[src/rtl/zdos_pkg.sv]
// rtl/zdos_pkg.sv - shared types and constants for the DOS trap generator
package zdos_pkg;

  typedef enum logic [1:0] {
    IDLE     = 2'd0,
    FILT     = 2'd1,
    DECIDE   = 2'd2,
    WAIT_END = 2'd3
  } state_t;

  localparam logic [7:0]  DOS_TRAP_PAGE = 8'h3D;
  localparam logic [15:0] NMI_VECTOR    = 16'h0066;
  localparam int          FILTER_W      = 3;

endpackage

[src/rtl/zdos_trap_if.sv]
// rtl/zdos_trap_if.sv - Z80 bus view and DOS flag request lines for the trap generator
interface zdos_trap_if;

  logic        m1_n;
  logic        mreq_n;
  logic        rd_n;
  logic [15:0] za;
  logic        rom48;
  logic        dos;
  logic        nmi_req;
  logic        dos_turn_on;
  logic        dos_turn_off;

  modport master (
    output m1_n, mreq_n, rd_n, za, rom48, dos, nmi_req,
    input  dos_turn_on, dos_turn_off
  );

  modport slave (
    input  m1_n, mreq_n, rd_n, za, rom48, dos, nmi_req,
    output dos_turn_on, dos_turn_off
  );

endinterface

[src/rtl/zsync2.sv]
// rtl/zsync2.sv - two-flop synchroniser with selectable reset value
module zsync2 #(
  parameter logic RST_VAL = 1'b1
) (
  input  logic clk,
  input  logic rst,
  input  logic d,
  output logic q
);

  logic meta;

  // two-stage capture of an asynchronous level
  always_ff @(posedge clk or posedge rst) begin
    if (rst) begin
      meta <= RST_VAL;
      q    <= RST_VAL;
    end else begin
      meta <= d;
      q    <= meta;
    end
  end

endmodule

[src/rtl/zdos_trap.sv]
// rtl/zdos_trap.sv - M1 fetch trap issuing DOS on/off requests; ZDOS_NMI_TRAP_EN adds the NMI vector trap
module zdos_trap
  import zdos_pkg::*;
#(
  parameter int FILTER = 2
) (
  input  logic       fclk,
  input  logic       rst,
  zdos_trap_if.slave bus
);

  if (FILTER < 1 || FILTER > 7) begin : g_filter_chk
    $error("zdos_trap: FILTER must be in 1..7");
  end

  localparam logic [FILTER_W-1:0] FILTER_C = FILTER_W'(FILTER);

  logic                m1_s, mreq_s, rd_s;
  logic                fetch;
  state_t              state_q, state_d;
  logic [FILTER_W-1:0] cnt;
  logic [15:0]         addr_q;
  logic [1:0]          primed;
  logic                nmi_hit;
  logic                on_hit, off_hit;
  logic                on_d, off_d;

  zsync2 #(.RST_VAL(1'b1)) u_sync_m1   (.clk(fclk), .rst(rst), .d(bus.m1_n),   .q(m1_s));
  zsync2 #(.RST_VAL(1'b1)) u_sync_mreq (.clk(fclk), .rst(rst), .d(bus.mreq_n), .q(mreq_s));
  zsync2 #(.RST_VAL(1'b1)) u_sync_rd   (.clk(fclk), .rst(rst), .d(bus.rd_n),   .q(rd_s));

  assign fetch = !m1_s && !mreq_s && !rd_s;

  // synchroniser outputs show their reset value, not the bus, for two edges after reset;
  // WAIT_END must not trust m1_s until the real level has propagated through
  always_ff @(posedge fclk or posedge rst) begin
    if (rst) primed <= 2'b00;
    else     primed <= {primed[0], 1'b1};
  end

  // state register; reset parks in WAIT_END so an in-flight M1 cannot trigger
  always_ff @(posedge fclk or posedge rst) begin
    if (rst) state_q <= WAIT_END;
    else     state_q <= state_d;
  end

  // next-state decode
  always_comb begin
    state_d = state_q;
    case (state_q)
      IDLE:     if (fetch) state_d = FILT;
      FILT:     if (!fetch) state_d = IDLE;
                else if (cnt == FILTER_C) state_d = DECIDE;
      DECIDE:   state_d = WAIT_END;
      WAIT_END: if (primed[1] && m1_s) state_d = IDLE;
      default:  state_d = IDLE;
    endcase
  end

  // filter counter and fetch address capture
  always_ff @(posedge fclk or posedge rst) begin
    if (rst) begin
      cnt    <= '0;
      addr_q <= '0;
    end else if (state_q == IDLE && fetch) begin
      cnt <= FILTER_W'(1);
    end else if (state_q == FILT && fetch) begin
      if (cnt == FILTER_C) addr_q <= bus.za;
      else                 cnt    <= cnt + FILTER_W'(1);
    end
  end

`ifdef ZDOS_NMI_TRAP_EN
  logic nmi_arm;

  // sticky arm from the magic button; a new request beats the clearing fetch
  always_ff @(posedge fclk or posedge rst) begin
    if (rst)                                           nmi_arm <= 1'b0;
    else if (bus.nmi_req)                              nmi_arm <= 1'b1;
    else if (state_q == DECIDE && addr_q == NMI_VECTOR) nmi_arm <= 1'b0;
  end

  assign nmi_hit = nmi_arm && (addr_q == NMI_VECTOR) && !bus.dos;
`else
  logic unused_nmi;
  assign unused_nmi = ^{bus.nmi_req, addr_q[7:0]};
  assign nmi_hit    = 1'b0;
`endif

  // hit decode, only meaningful in the single DECIDE cycle
  always_comb begin
    on_hit  = ((addr_q[15:8] == DOS_TRAP_PAGE) && bus.rom48 && !bus.dos) || nmi_hit;
    off_hit = (addr_q[15:14] != 2'b00) && bus.dos;
    on_d    = (state_q == DECIDE) && on_hit;
    off_d   = (state_q == DECIDE) && off_hit;
  end

  // registered one-cycle request pulses
  always_ff @(posedge fclk or posedge rst) begin
    if (rst) begin
      bus.dos_turn_on  <= 1'b0;
      bus.dos_turn_off <= 1'b0;
    end else begin
      bus.dos_turn_on  <= on_d;
      bus.dos_turn_off <= off_d;
    end
  end

endmodule

[src/flat_wrapper.sv]
// flat-port wrapper written by rule: the top's interface ports become plain ports
module zdos_trap_flat import zdos_pkg::*;
#(
  parameter int FILTER = 2
)
  (fclk, rst, bus_m1_n, bus_mreq_n, bus_rd_n, bus_za, bus_rom48, bus_dos, bus_nmi_req, bus_dos_turn_on, bus_dos_turn_off);
  zdos_trap_if bus_i ();
  input  logic fclk;
  input  logic rst;
  input wire logic [$bits(bus_i.m1_n)-1:0] bus_m1_n;
  input wire logic [$bits(bus_i.mreq_n)-1:0] bus_mreq_n;
  input wire logic [$bits(bus_i.rd_n)-1:0] bus_rd_n;
  input wire logic [$bits(bus_i.za)-1:0] bus_za;
  input wire logic [$bits(bus_i.rom48)-1:0] bus_rom48;
  input wire logic [$bits(bus_i.dos)-1:0] bus_dos;
  input wire logic [$bits(bus_i.nmi_req)-1:0] bus_nmi_req;
  output wire logic [$bits(bus_i.dos_turn_on)-1:0] bus_dos_turn_on;
  output wire logic [$bits(bus_i.dos_turn_off)-1:0] bus_dos_turn_off;
  assign bus_i.m1_n = bus_m1_n;
  assign bus_i.mreq_n = bus_mreq_n;
  assign bus_i.rd_n = bus_rd_n;
  assign bus_i.za = bus_za;
  assign bus_i.rom48 = bus_rom48;
  assign bus_i.dos = bus_dos;
  assign bus_i.nmi_req = bus_nmi_req;
  assign bus_dos_turn_on = bus_i.dos_turn_on;
  assign bus_dos_turn_off = bus_i.dos_turn_off;
  zdos_trap #(.FILTER(FILTER)) u_core (.fclk(fclk), .rst(rst), .bus(bus_i));
endmodule
[config.mk]
export PLATFORM = sky130hd
export DESIGN_NAME = zdos_trap_flat
export DESIGN_NICKNAME = d
export VERILOG_FILES = /design/src/rtl/zdos_pkg.sv /design/src/rtl/zdos_trap_if.sv /design/src/rtl/zsync2.sv /design/src/rtl/zdos_trap.sv /design/src/flat_wrapper.sv
export SDC_FILE = /design/constraint.sdc
export NUM_CORES = 1
export LEC_CHECK = 0
export BUFFER_PORTS_ARGS = -buffer_cell sky130_fd_sc_hd__buf_4
export CORE_MARGIN = 2
export CORE_UTILIZATION = 49
export CTS_CLUSTER_DIAMETER = 100
export DETAILED_ROUTE_END_ITERATION = 16
export PLACE_DENSITY = 0.76
export SYNTH_ARGS = -nofsm -noshare
export SYNTH_HDL_FRONTEND = slang
export SYNTH_SLANG_ARGS = --single-unit
[constraint.sdc]
create_clock -name fclk -period 2.1 [get_ports fclk]
set_input_delay 0.21 -clock fclk [delete_from_list [all_inputs] [get_ports fclk]]
set_output_delay 0.21 -clock fclk [all_outputs]
set_load 0.01 [all_outputs]
==> results by group <==
Global routing
  • Initial antenna violation count: 0
  • Vias in the first global route: 557
  • GRT Util Overall: 15.3%
  • Largest net degree at the start of global routing: 24
  • Total gr overflow: 0
  • Global route hottest layer: met2
  • Routing usage on met3: 5.77%
  • First-pass GRT wire length: 2300 um
  • Grt met1 use: 17.5%
  • Met2 global-route usage: 26.2%

Yosys
  • Distinct cells, synth: 25
  • Largest cells by area after synthesis: dfrtp_1 (41%), dfstp_2 (23%), mux2_4 (13%), ha_1 (2.7%), nor2_8 (2.2%)
  • Post-Syn Area: 922 um2
  • Post-synthesis sequential area ratio: 63.5%
  • Top_reg_cell synth: dfrtp_1
  • Post-synthesis async set-or-reset flop share: 100%
  • Syn Area/Cell: 14.6 um2
  • Area leader, netlist: dfrtp_1
  • EDFF count, synth: 0
  • Yosys Warn Count: 0
  • #FFs+latches synth: 23
  • Syn Nets: 89
  • Share of the synthesized area in the top cell type: 40.7%
  • Synth Instances: 63

STA
  • Max-slew headroom: 44.3%
  • Skew final: 9.94 ps
  • Hold Violations, Final: 0
  • Final TNS setup: 0 ps
  • Crit share post-route: 81.0%
  • Hold slack: 69.2 ps
  • Final worst setup slack: 399 ps
  • Final Setup Violations: 0
  • Worst-margin pin slew: 834 ps
  • Final min period: 1700 ps
  • Max Fclk: 588 MHz
  • Pins Over Slew Limit: 0
  • RSZ-0062 raised after global routing: no

Route
  • Iter 0 DRT Violations: 7
  • Post-DRT Antenna Nets: 0
  • Total wire length: 1420 um
  • WL per Instance: 12.8 um
  • Vias per cell: 5.07
  • Vias: 563
  • Residual DRC: 0
  • Detailed Routing Iterations Pass 1: 3

Setup path
  • Slowest cell on the critical path: dfrtp_1
  • FF-to-FF Start: u_core.cnt[0]
  • Worst R2R Path Depth: 5
  • Arr. time, crit path: 1890 ps
  • Worst setup EP type: flop
  • Crit path cell chain: inv_1 -> ha_1 -> nand3b_1 -> nor2_8 -> mux2_4
  • CP max FO: 9
  • Reg-to-reg endpoint: u_core.addr_q[12]
  • Crit start category: flop
  • Crit Path Class: flop to flop
  • WP data required: 2290 ps
  • CP startpoint: u_core.cnt[0]
  • R2r setup slk: 400 ps
  • Crit path to: u_core.addr_q[12]
  • CP peak stage delay: 400 ps

CTS
  • Clk_lat worst skew: 300 ps
  • Clk pin slew, worst setup/hold paths: 120 ps
  • Root buffer cell: clkbuf_4
  • H-tree Lvls: 1
  • Clk sink count: 23
  • TritonCTS buffer count: 3
  • Post-CTS Resized: 0
  • CTS max path bufs: 2
  • CTS tree: yes

Floorplan
  • Row Count: 15
  • Core box area: 1750 um2
  • Die X: 47.4 um
  • Starting Density: 52.8%
  • Die height: 47.4 um
  • Die ar.: 2240 um2
  • # IOs: 26

Placement
  • Placed inst area: 1070 um2
  • Port-buffer cells: 16
  • Placed cell count: 104
  • Placement Setup Slack: 425 ps
  • Hpwl dp: 1010 um
  • RD Place Congestion: 0.715

Min path
  • Worst hold path type: input port to async pin

Cells and area
  • Final Cell Area: 1130 um2
  • Final core occ: 64.7%
  • Fin cells: 111
  • Most common cell after layout, fill and taps aside: buf_4
  • Nets: 113
  • Fill cell total of the finished layout: 149
  • Area growth syn-to-layout: 22.5%
  • Most frequent cells in the layout: buf_4 (16), dfrtp_1 (15), mux2_4 (8), dfstp_2 (8)
  • Share of cells above drive strength 1: 43.0%
  • Ant diodes: 0

Status
  • Status: completed

Pwr
  • PD cells: 662 nW/um2
  • P_leak: 0.556 nW
  • Maximum vdd drop: 0.572 mV
  • Power Total: 748 uW

Run
  • Max-Cap Viols: 0
area by class of cell:
cell class	instances	area, um2	area share [%]
sequential	23	586	51.8
multi-input combinational	37	325	28.8
timing repair buffer	19	150	13.3
tap	25	31.3	2.77
clock buffer	4	26.3	2.33
inverter	3	11.3	0.997
sequential cells by signal (all words and copies together) (netlist names), named ones only:
| register | flops |
|---|---|
| u_core.addr_q | 8 |
| u_core.bus.dos_turn_off | 1 |
| u_core.bus.dos_turn_on | 1 |
| u_core.cnt | 3 |
| u_core.primed | 2 |
| u_core.state_q | 1 |
| u_core.u_sync_m1.meta | 1 |
| u_core.u_sync_m1.q | 1 |
| u_core.u_sync_mreq.meta | 1 |
| u_core.u_sync_mreq.q | 1 |
| u_core.u_sync_rd.meta | 1 |
| u_core.u_sync_rd.q | 1 |
routing by layer:
layer	share of wire [%]	wire (um)	up-vias
li1	-	-	267
met2	53	745	12
met1	42	601	282
met4	0.85	12	0
met5	0	0	-
met3	4.2	59	2
critical path, delay by kind of cell (launching register included):
family / cells / cell delay (ps)
buf+inv: 1 / 90
fa+ha+maj: 1 / 190
simple gates: 2 / 580
mux: 1 / 320
flops: 1 / 400
repair_timing:
action / CTS / global route
setup buffers: 0 / 0
endpoints found under the hold margin: 2 / 1
hold buffers: 2 / 1
synth_stat cells, types with 2 or more instances:
library cell   n
mux2_4         8
inv_1          3
nand3_1        2
o21ai_0        2
dfstp_2        8
nor2_1         3
nor4bb_1       2
nand2_1        2
nand4_1        2
dfrtp_1       15
ha_1           2
power by group:
group / switching, mW / internal (mW) / total (mW)
clock network: 0.118 / 0.0739 / 0.192
registers: 0.0145 / 0.471 / 0.485
logic: 0.0323 / 0.0394 / 0.0717
total: 0.165 / 0.584 / 0.748
cell families after synthesis:
logic type	Yosys count	share of synthesized area (%)
compound gates	6	4.07
other cells	1	0.407
simple gates	20	15.1
mux	8	13.0
buf+inv	3	1.22
flops	23	63.5
fa+ha+maj	2	2.71
worst min-delay path by stage:
stage	start	endpoint	slack (ps)	cells after the start
global route	bus_za[8]	u_core.addr_q[8]	100	2
CTS	bus_mreq_n	u_core.u_sync_mreq.meta	3	1
floorplan	rst	u_core.addr_q[10]	210	1
finish	rst	u_core.bus.dos_turn_on	70	2
global placement	bus_mreq_n	u_core.u_sync_mreq.meta	320	1
detailed placement	bus_m1_n	u_core.u_sync_m1.meta	320	1
Note: power is estimated with default switching activity, not from simulation.
